### src/rtl/axis_pkg.sv
// Shared AXI-Stream sample type for the FFT datapath.
package axis_pkg;

  typedef logic [15:0] sample_t;

endpackage

### src/rtl/axis_pkt_framer.sv
// AXI-Stream packet framer: cuts an unframed sample stream into packets of a
// runtime-programmable length, tagging SOP on TUSER and EOP on TLAST, with a
// registered two-entry output stage so in_tready never depends on out_tready.
module axis_pkt_framer
  import axis_pkg::*;
#(
  parameter int unsigned  MAX_PACK_SIZE = 8192,
  parameter int unsigned  BUS_NUM       = 2,
  parameter int unsigned  PKT_CNT_W     = 16,
  localparam int unsigned CNT_W         = $clog2(MAX_PACK_SIZE + 1)
) (
  input  logic                  clk,
  input  logic                  rst_n,
  input  logic                  en,
  input  logic [CNT_W-1:0]      pack_size,
  input  logic                  in_tvalid,
  output logic                  in_tready,
  input  sample_t [BUS_NUM-1:0] in_tdata,
  output logic                  out_tvalid,
  input  logic                  out_tready,
  output logic                  out_tlast,
  output logic                  out_tuser,
  output sample_t [BUS_NUM-1:0] out_tdata,
  output logic                  busy,
  output logic [PKT_CNT_W-1:0]  pkt_cnt,
  output logic                  cfg_err
);

  typedef enum logic [0:0] {StIdle, StRun} state_e;

  typedef struct packed {
    sample_t [BUS_NUM-1:0] data;
    logic                  last;
    logic                  user;
  } beat_t;

  localparam logic [CNT_W-1:0] MaxSize = CNT_W'(MAX_PACK_SIZE);

  state_e           state;
  logic [CNT_W-1:0] cnt;
  logic [CNT_W-1:0] size_r;

  logic  skid_valid;
  beat_t skid_beat;

  logic  accept;
  logic  out_fire;
  logic  size_ok;
  logic  last_beat;
  logic  skid_valid_nxt;
  beat_t in_beat;

  assign accept    = in_tvalid & in_tready;
  assign out_fire  = out_tvalid & out_tready;
  assign size_ok   = (pack_size != '0) && (pack_size <= MaxSize);
  assign last_beat = (cnt == size_r - CNT_W'(1));
  assign in_beat   = {in_tdata, last_beat, (cnt == '0)};

  // Skid occupancy after this edge; lets in_tready be computed as a register.
  // A full skid always drains into the output register when out_tready is high,
  // and only fills when the output register is full and stalled.
  assign skid_valid_nxt = skid_valid ? ~out_tready : (accept & out_tvalid & ~out_tready);

  assign busy = (state == StRun) | out_tvalid | skid_valid;

  // Framing FSM: latches the packet length at boundaries, counts beats, owns in_tready.
  always_ff @(posedge clk or negedge rst_n) begin
    if (!rst_n) begin
      state     <= StIdle;
      cnt       <= '0;
      size_r    <= '0;
      cfg_err   <= 1'b0;
      in_tready <= 1'b0;
    end else begin
      unique case (state)
        StIdle: begin
          in_tready <= 1'b0;
          if (en) begin
            if (size_ok) begin
              size_r    <= pack_size;
              cfg_err   <= 1'b0;
              cnt       <= '0;
              state     <= StRun;
              in_tready <= ~skid_valid_nxt;
            end else begin
              cfg_err <= 1'b1;
            end
          end
        end
        StRun: begin
          in_tready <= ~skid_valid_nxt;
          if (accept) begin
            if (last_beat) begin
              cnt <= '0;
              // Packet boundary: the only place en and pack_size take effect.
              if (en && size_ok) begin
                size_r <= pack_size;
              end else begin
                state     <= StIdle;
                in_tready <= 1'b0;
                if (en) begin
                  cfg_err <= 1'b1;
                end
              end
            end else begin
              cnt <= cnt + CNT_W'(1);
            end
          end
        end
        default: begin
          state     <= StIdle;
          in_tready <= 1'b0;
        end
      endcase
    end
  end

  // Output register plus skid register; skid contents always leave first.
  always_ff @(posedge clk or negedge rst_n) begin
    if (!rst_n) begin
      out_tvalid <= 1'b0;
      out_tdata  <= '0;
      out_tlast  <= 1'b0;
      out_tuser  <= 1'b0;
      skid_valid <= 1'b0;
      skid_beat  <= '0;
    end else if (!out_tvalid || out_tready) begin
      if (skid_valid) begin
        out_tvalid <= 1'b1;
        out_tdata  <= skid_beat.data;
        out_tlast  <= skid_beat.last;
        out_tuser  <= skid_beat.user;
        skid_valid <= 1'b0;
      end else if (accept) begin
        out_tvalid <= 1'b1;
        out_tdata  <= in_beat.data;
        out_tlast  <= in_beat.last;
        out_tuser  <= in_beat.user;
      end else begin
        out_tvalid <= 1'b0;
      end
    end else if (accept) begin
      skid_valid <= 1'b1;
      skid_beat  <= in_beat;
    end
  end

  // Completed-packet counter, counted at the output handshake of each EOP beat.
  always_ff @(posedge clk or negedge rst_n) begin
    if (!rst_n) begin
      pkt_cnt <= '0;
    end else if (out_fire && out_tlast) begin
      pkt_cnt <= pkt_cnt + PKT_CNT_W'(1);
    end
  end

endmodule

### config.mk
export PLATFORM = sky130hd
export DESIGN_NAME = axis_pkt_framer
export DESIGN_NICKNAME = d
export VERILOG_FILES = /design/src/rtl/axis_pkg.sv /design/src/rtl/axis_pkt_framer.sv
export SDC_FILE = /design/constraint.sdc
export NUM_CORES = 1
export LEC_CHECK = 0
export ABC_AREA = 1
export BUFFER_PORTS_ARGS = -buffer_cell sky130_fd_sc_hd__buf_2
export CELL_PAD_IN_SITES_DETAIL_PLACEMENT = 1
export CELL_PAD_IN_SITES_GLOBAL_PLACEMENT = 2
export CORE_MARGIN = 2
export CORE_UTILIZATION = 36
export CTS_CLUSTER_DIAMETER = 60
export DETAILED_ROUTE_END_ITERATION = 10
export PLACE_DENSITY_LB_ADDON = 0.25
export SYNTH_ARGS = -nofsm -noshare
export SYNTH_HDL_FRONTEND = slang
export SYNTH_SLANG_ARGS = --single-unit
### constraint.sdc
create_clock -name clk -period 5.25 [get_ports clk]
set_input_delay 0.525 -clock clk [delete_from_list [all_inputs] [get_ports clk]]
set_output_delay 0.525 -clock clk [all_outputs]
set_load 0.03 [all_outputs]
==> out/qor.csv, run 1 <==
metric,value,unit
die_area,17100,um2
cts_buffer_depth,2,
synth-edff-count,0,
hold_violations,0,
io_pins,105,
status,"finished, final reports clean",
rsz0062_at_grt,false,
ys.warnings.count,0,
cts-buffers-inserted,17,
synth_top_area_share,50.6,%
final.setup.tns,0,ns
vdd_ir_drop_max,0.231,mV
tightest_slew,1.08,ns
syn_to_final_growth,22.9,%
ctsHoldBuffers,0,
place.gp.congestion,0.858,
routedWlPerCell,15.6,um
finalNetCount,830,
synth.top_cells.by_area,"dfrtp_1 51%, nand2_1 12%, mux2_2 6.6%, nor2_1 5.1%, inv_1 4.1%",
antenna_found_initial,0,
post_cts_buffers,0,
grt_start_max_net_pins,72,
maxCapViolCount,0,
drt_iter0_drc,130,
first_pass_iters,4,
power_density,462,nW/um2
grt_first_pass_wirelength,25900,um
setup.worst_path.class,reg2reg,
track_usage,19.6,%
setup_slack,2.54,ns
async_reset_ff_share,100,%
post-synth-top-count-cell,nand2_1,
cts.sinks,117,
drt_wl_total,15600,um
synthesis.instances,673,
die_height,131,um
fmax,369,MHz
cts.clk_slew.worst_paths,0.06,ns
crit_path_end_kind,flip-flop,
total_power,3.29,mW
pre_cts_slack,2.55,ns
grt_pass1_vias,5270,
synth_cell_type_count,29,
hold_class,in2async,
seq_area_frac_synth,50.6,%
hpwl,11100,um
cts_tree,built,
worst_clock_skew,0.0101,ns
maxSlewHeadroom,28.0,%
fillers,1918,
core,15800,um2
min_period_over_period,51.7,%
period_needed,2.71,ns
arrival,3.02,ns
clockRootBuffer,clkbuf_16,
via_per_inst,4.91,
cts_resized,0,
cp_max_fo,20,
syn-cell-area,5790,um2
worstPathRequired,5.55,ns
worstSetupStartpointType,flip-flop,
vias,4934,
drc_errors,0,
ant_nets,0,
synth_fp_nets,728,
rows,46,
grt.overflow.total,0,
ys_ff_latch,117,
fp.dieW,131,um
setup_viol,0,
insertion_delay,0.42,ns
drv_slew,0,
start_util,36.7,%
synth_ff_type,dfrtp_1,
synth_area_leader_cell,dfrtp_1,
diodes,0,
p_leak,3.61,nW
drive_gt1_share,23.7,%
synth_area_per_cell,8.60,um2
port_buffers,104,
synthTopCellsByCount,"182 x nand2_1, 117 x dfrtp_1, 78 x nor2_1, 63 x inv_1, 36 x nand3_1",
htree_num_levels,4,
-- critical path: stages (launching register included) --
cell     delay (ns)
dfrtp_1        0.40
inv_1          0.18
ha_1           0.22
nand2_1        0.16
xnor2_1        0.24
nand2_1        0.08
nor2_1         0.11
nand2_1        0.06
nor2_1         0.16
nand2_1        0.11
nand2_2        0.30
nand3_2        0.34
nand2_1        0.17
nand2_1        0.06
-- cells in the final DEF, fill, tap and decap left out, types with 12 or more instances in the layout --
cell type / instances
nand2_1: 182
dfrtp_1: 117
buf_2: 103
nor2_1: 78
inv_1: 62
nand3_1: 36
mux2_2: 34
a31oi_1: 33
nand4_1: 26
xor2_1: 20
clkbuf_16: 17
xnor2_1: 14
o21ai_0: 12
-- worst paths after layout --
check	startpoint	endpoint	slack [ns]	cells past startpoint
setup / recovery	size_r[0]	size_r[11]	2.54	13
hold / removal	rst_n	size_r[8]	0.22	1
setup reg to reg	size_r[0]	size_r[11]	2.54	13
hold reg to reg	pkt_cnt[15]	pkt_cnt[15]	0.48	1
max in group asynchronous	rst_n	skid_beat[2]	3.86	2
min in group clk	in_tdata[27]	skid_beat[29]	0.35	2
-- cells by family (layout without fill, tap and decap cells) --
group	Yosys count	count (layout)	share of synthesized area (%)
muxes	34	34	6.62
DFF	117	117	50.6
adders and majority gates	4	4	0.865
and+or+nand+nor	344	344	25.5
xor gates and xnor gates	34	34	5.15
buffers and inverters	89	204	6.12
AOI/OAI and AO/OA	51	51	5.15
-- state kept, by name (all words and copies together) (netlist names) --
register and cells:
out_tdata 32, size_r 14, state 1, out_tlast 1
skid_valid 1, out_tuser 1, out_tvalid 1, cfg_err 1
pkt_cnt 16, cnt 14, skid_beat 34, in_tready 1
-- layer usage --
layer	part of all wire [%]	vias to the layer above	GRT usage [%]
met1	44	2427	23.5
met4	1.8	0	7.13
met2	49	88	33.1
met5	0	-	0
li1	-	2394	-
met3	5.0	25	6.27
-- final cells by class --
class / count / area, um2 / area share (%)
Inverter: 64 / 240 / 3.38
Tap cell: 216 / 270 / 3.80
Timing Repair Buffer: 108 / 553 / 7.78
Clock buffer: 18 / 439 / 6.18
Sequential cell: 117 / 2930 / 41.2
Clock inverter: 14 / 175 / 2.46
Multi-Input combinational cell: 467 / 2500 / 35.2
-- report_power, final --
group	total [mW]	switching, mW	internal [mW]
Sequential	1.27	0.144	1.13
Clock	1.21	0.449	0.761
Combinational	0.806	0.525	0.281
-- per-stage QoR --
step	hold slack (ns)	cells	area, um2	utilization, %
floorplan	0.229	673	5790	-
global placement	0.454	972	6500	41.2
detailed placement	0.470	972	6500	41.2
CTS	0.263	1004	7110	45.1
global route	0.283	1004	7110	45.1
finish	0.216	1004	7110	45.1
Power figures use the tool's default switching activity.
==> run 2, diff against run 1 <==
--- a/config.mk
+++ b/config.mk
@@ -10,7 +10,7 @@
 export CELL_PAD_IN_SITES_DETAIL_PLACEMENT = 1
 export CELL_PAD_IN_SITES_GLOBAL_PLACEMENT = 2
 export CORE_MARGIN = 2
-export CORE_UTILIZATION = 36
+export CORE_UTILIZATION = 33
 export CTS_CLUSTER_DIAMETER = 60
 export DETAILED_ROUTE_END_ITERATION = 10
 export PLACE_DENSITY_LB_ADDON = 0.25
==> constraint.sdc (replaced) <==
create_clock -name clk -period 2.51 [get_ports clk]
set_input_delay 0.251 -clock clk [delete_from_list [all_inputs] [get_ports clk]]
set_output_delay 0.251 -clock clk [all_outputs]
set_load 0.03 [all_outputs]
==> run 2 against run 1 <==
Effect of this change: critical path depth grew 2; combinational power grew 110%; power grew 110%; global-route usage shrank 1.2 points; sequential power grew 110%; via count shrank 0.18%; clock skew grew 0.00077 ns; cell area grew 2.0%; count of clock-buffer cells in the layout grew 6; clock power grew 120%; utilization shrank 3.0 points; largest cell class unchanged.
==> out/qor.csv, run 2 (synthesized netlist as in run 1, its figures left out) <==
metric,value,unit
antenna_found_initial,1,
worstSetupStartpointType,flip-flop,
cts_tree,built,
drv_slew,0,
fillers,2055,
htree_num_levels,4,
rsz0062_at_grt,false,
tightest_slew,0.695,ns
drive_gt1_share,24.1,%
routedWlPerCell,15.7,um
dp.cells,987,
critPathMaxStageDelay,0.42,ns
die_height,136,um
post_cts_buffers,0,
port_buffers,104,
regMostFlops,skid_beat,
vdd_ir_drop_max,0.478,mV
syn_to_final_growth,25.3,%
worstPathRequired,2.80,ns
grt.overflow.total,0,
p_leak,3.69,nW
final.setup.tns,0,ns
track_usage,18.4,%
insertion_delay,0.41,ns
status,"finished, final reports clean",
worst_path_max_delay_cell,dfrtp_1,
power_density,972,nW/um2
cts-buffers-inserted,17,
layout_commonest_cell,nand2_1,
io_pins,105,
place.gp.congestion,0.791,
fmax,438,MHz
drt_iter0_drc,169,
crit_chain,inv_1 -> ha_1 -> nand2_1 -> nor2_2 -> nand3_1 -> nand2_1 -> nand2_1 -> inv_1 -> nand2_1 -> nor2_2 -> nand2_1 -> nand2_2 -> nand2_1 -> inv_2 -> nor2_1,
worst_clock_skew,0.0109,ns
fin_cells,1019,
min_period_over_period,91.0,%
largest_register_ffs,34,
fp.dieW,136,um
ant_nets,0,
period_needed,2.28,ns
total_power,7.05,mW
drc_errors,0,
arrival,2.57,ns
cp_max_fo,9,
drt_wl_total,16000,um
cts.clk_slew.worst_paths,0.05,ns
cpMostUsedCell,nand2_1,
start_util,33.6,%
maxCapViolCount,0,
grt_first_pass_wirelength,26600,um
hpwl,11500,um
crit_path_end_kind,flip-flop,
grt_pass1_vias,5285,
finalNetCount,837,
via_per_inst,4.83,
hold_violations,0,
diodes,0,
rows,48,
top_regs,"skid_beat x34, out_tdata x32, pkt_cnt x16",
hold_class,in2reg,
cts.sinks,117,
place_area,6580,um2
final_cell_mix,"182 x nand2_1, 117 x dfrtp_1, 103 x buf_2",
grt_start_max_net_pins,118,
maxSlewHeadroom,53.7,%
cts_buffer_depth,2,
die_area,18600,um2
setup_viol,0,
clockRootBuffer,clkbuf_16,
vias,4925,
postLayoutCoreUtil,42.1,%
fin_area,7250,um2
first_pass_iters,4,
setup.worst_path.class,reg2reg,
core,17200,um2
## run 2: cell count changes in the layout (fill, tap and decap cells not counted), sizes merged
cell / delta
buf: +6
clkbuf: +6
clkinvlp: -5
inv: -2
bufinv: +1
clkinv: -1
dlygate4sd3: +1
## run 2: where the power goes
group | switching (mW) | internal (mW)
logic | 1.11 | 0.608
registers | 0.316 | 2.36
clock network | 0.837 | 1.81
## run 2: worst paths after layout
kind                       cells after the start      endpoint         from  slack (ns)
setup reg to reg                              15        cnt[5]    size_r[1]        0.23
hold reg to reg                                1   pkt_cnt[15]  pkt_cnt[15]        0.48
min in group asynchronous                      3     size_r[9]        rst_n        0.42
max in group asynchronous                      3       cnt[11]        rst_n        1.52
hold / removal                                 2  skid_beat[7]  in_tdata[5]        0.09
setup / recovery                              15        cnt[5]    size_r[1]        0.23
## run 2: repair_timing
item,4_1_cts,5_1_grt
endpoints found under the setup margin,0,14
resized for setup,0,2
hold buffers,1,0
endpoints found under the hold margin,117,0
## run 2: metal layers
layer | vias up | track usage [%] | routed length, um
met5 | - | 0 | 13
met4 | 2 | 5.21 | 150
met3 | 17 | 5.82 | 810
met2 | 66 | 31.9 | 8160
met1 | 2434 | 21.8 | 6860
li1 | 2406 | - | -
## run 2: worst max-delay path, delay by kind of cell (launching register included)
family | cells | cell delay, ns
simple gates | 11 | 1.23
buf+inv | 3 | 0.32
fa+ha+maj | 1 | 0.18
flops | 1 | 0.42
## run 2: cell type report
| class | count | area, um2 | area share (%) |
|---|---|---|---|
| clock buffer | 24 | 512 | 7.06 |
| multi-input combinational | 467 | 2510 | 34.6 |
| tap | 225 | 282 | 3.88 |
| sequential | 117 | 2930 | 40.4 |
| timing repair buffer | 115 | 637 | 8.78 |
| inverter | 64 | 240 | 3.31 |
| clock inverter | 7 | 141 | 1.95 |
## run 2: stage by stage
step	setup slack, ns	hold slack (ns)
finish	0.227	0.0861
global route	0.0481	0.0710
CTS	0.177	0.0684
detailed placement	0.193	0.393
global placement	0.315	0.392
floorplan	0.498	-0.0446
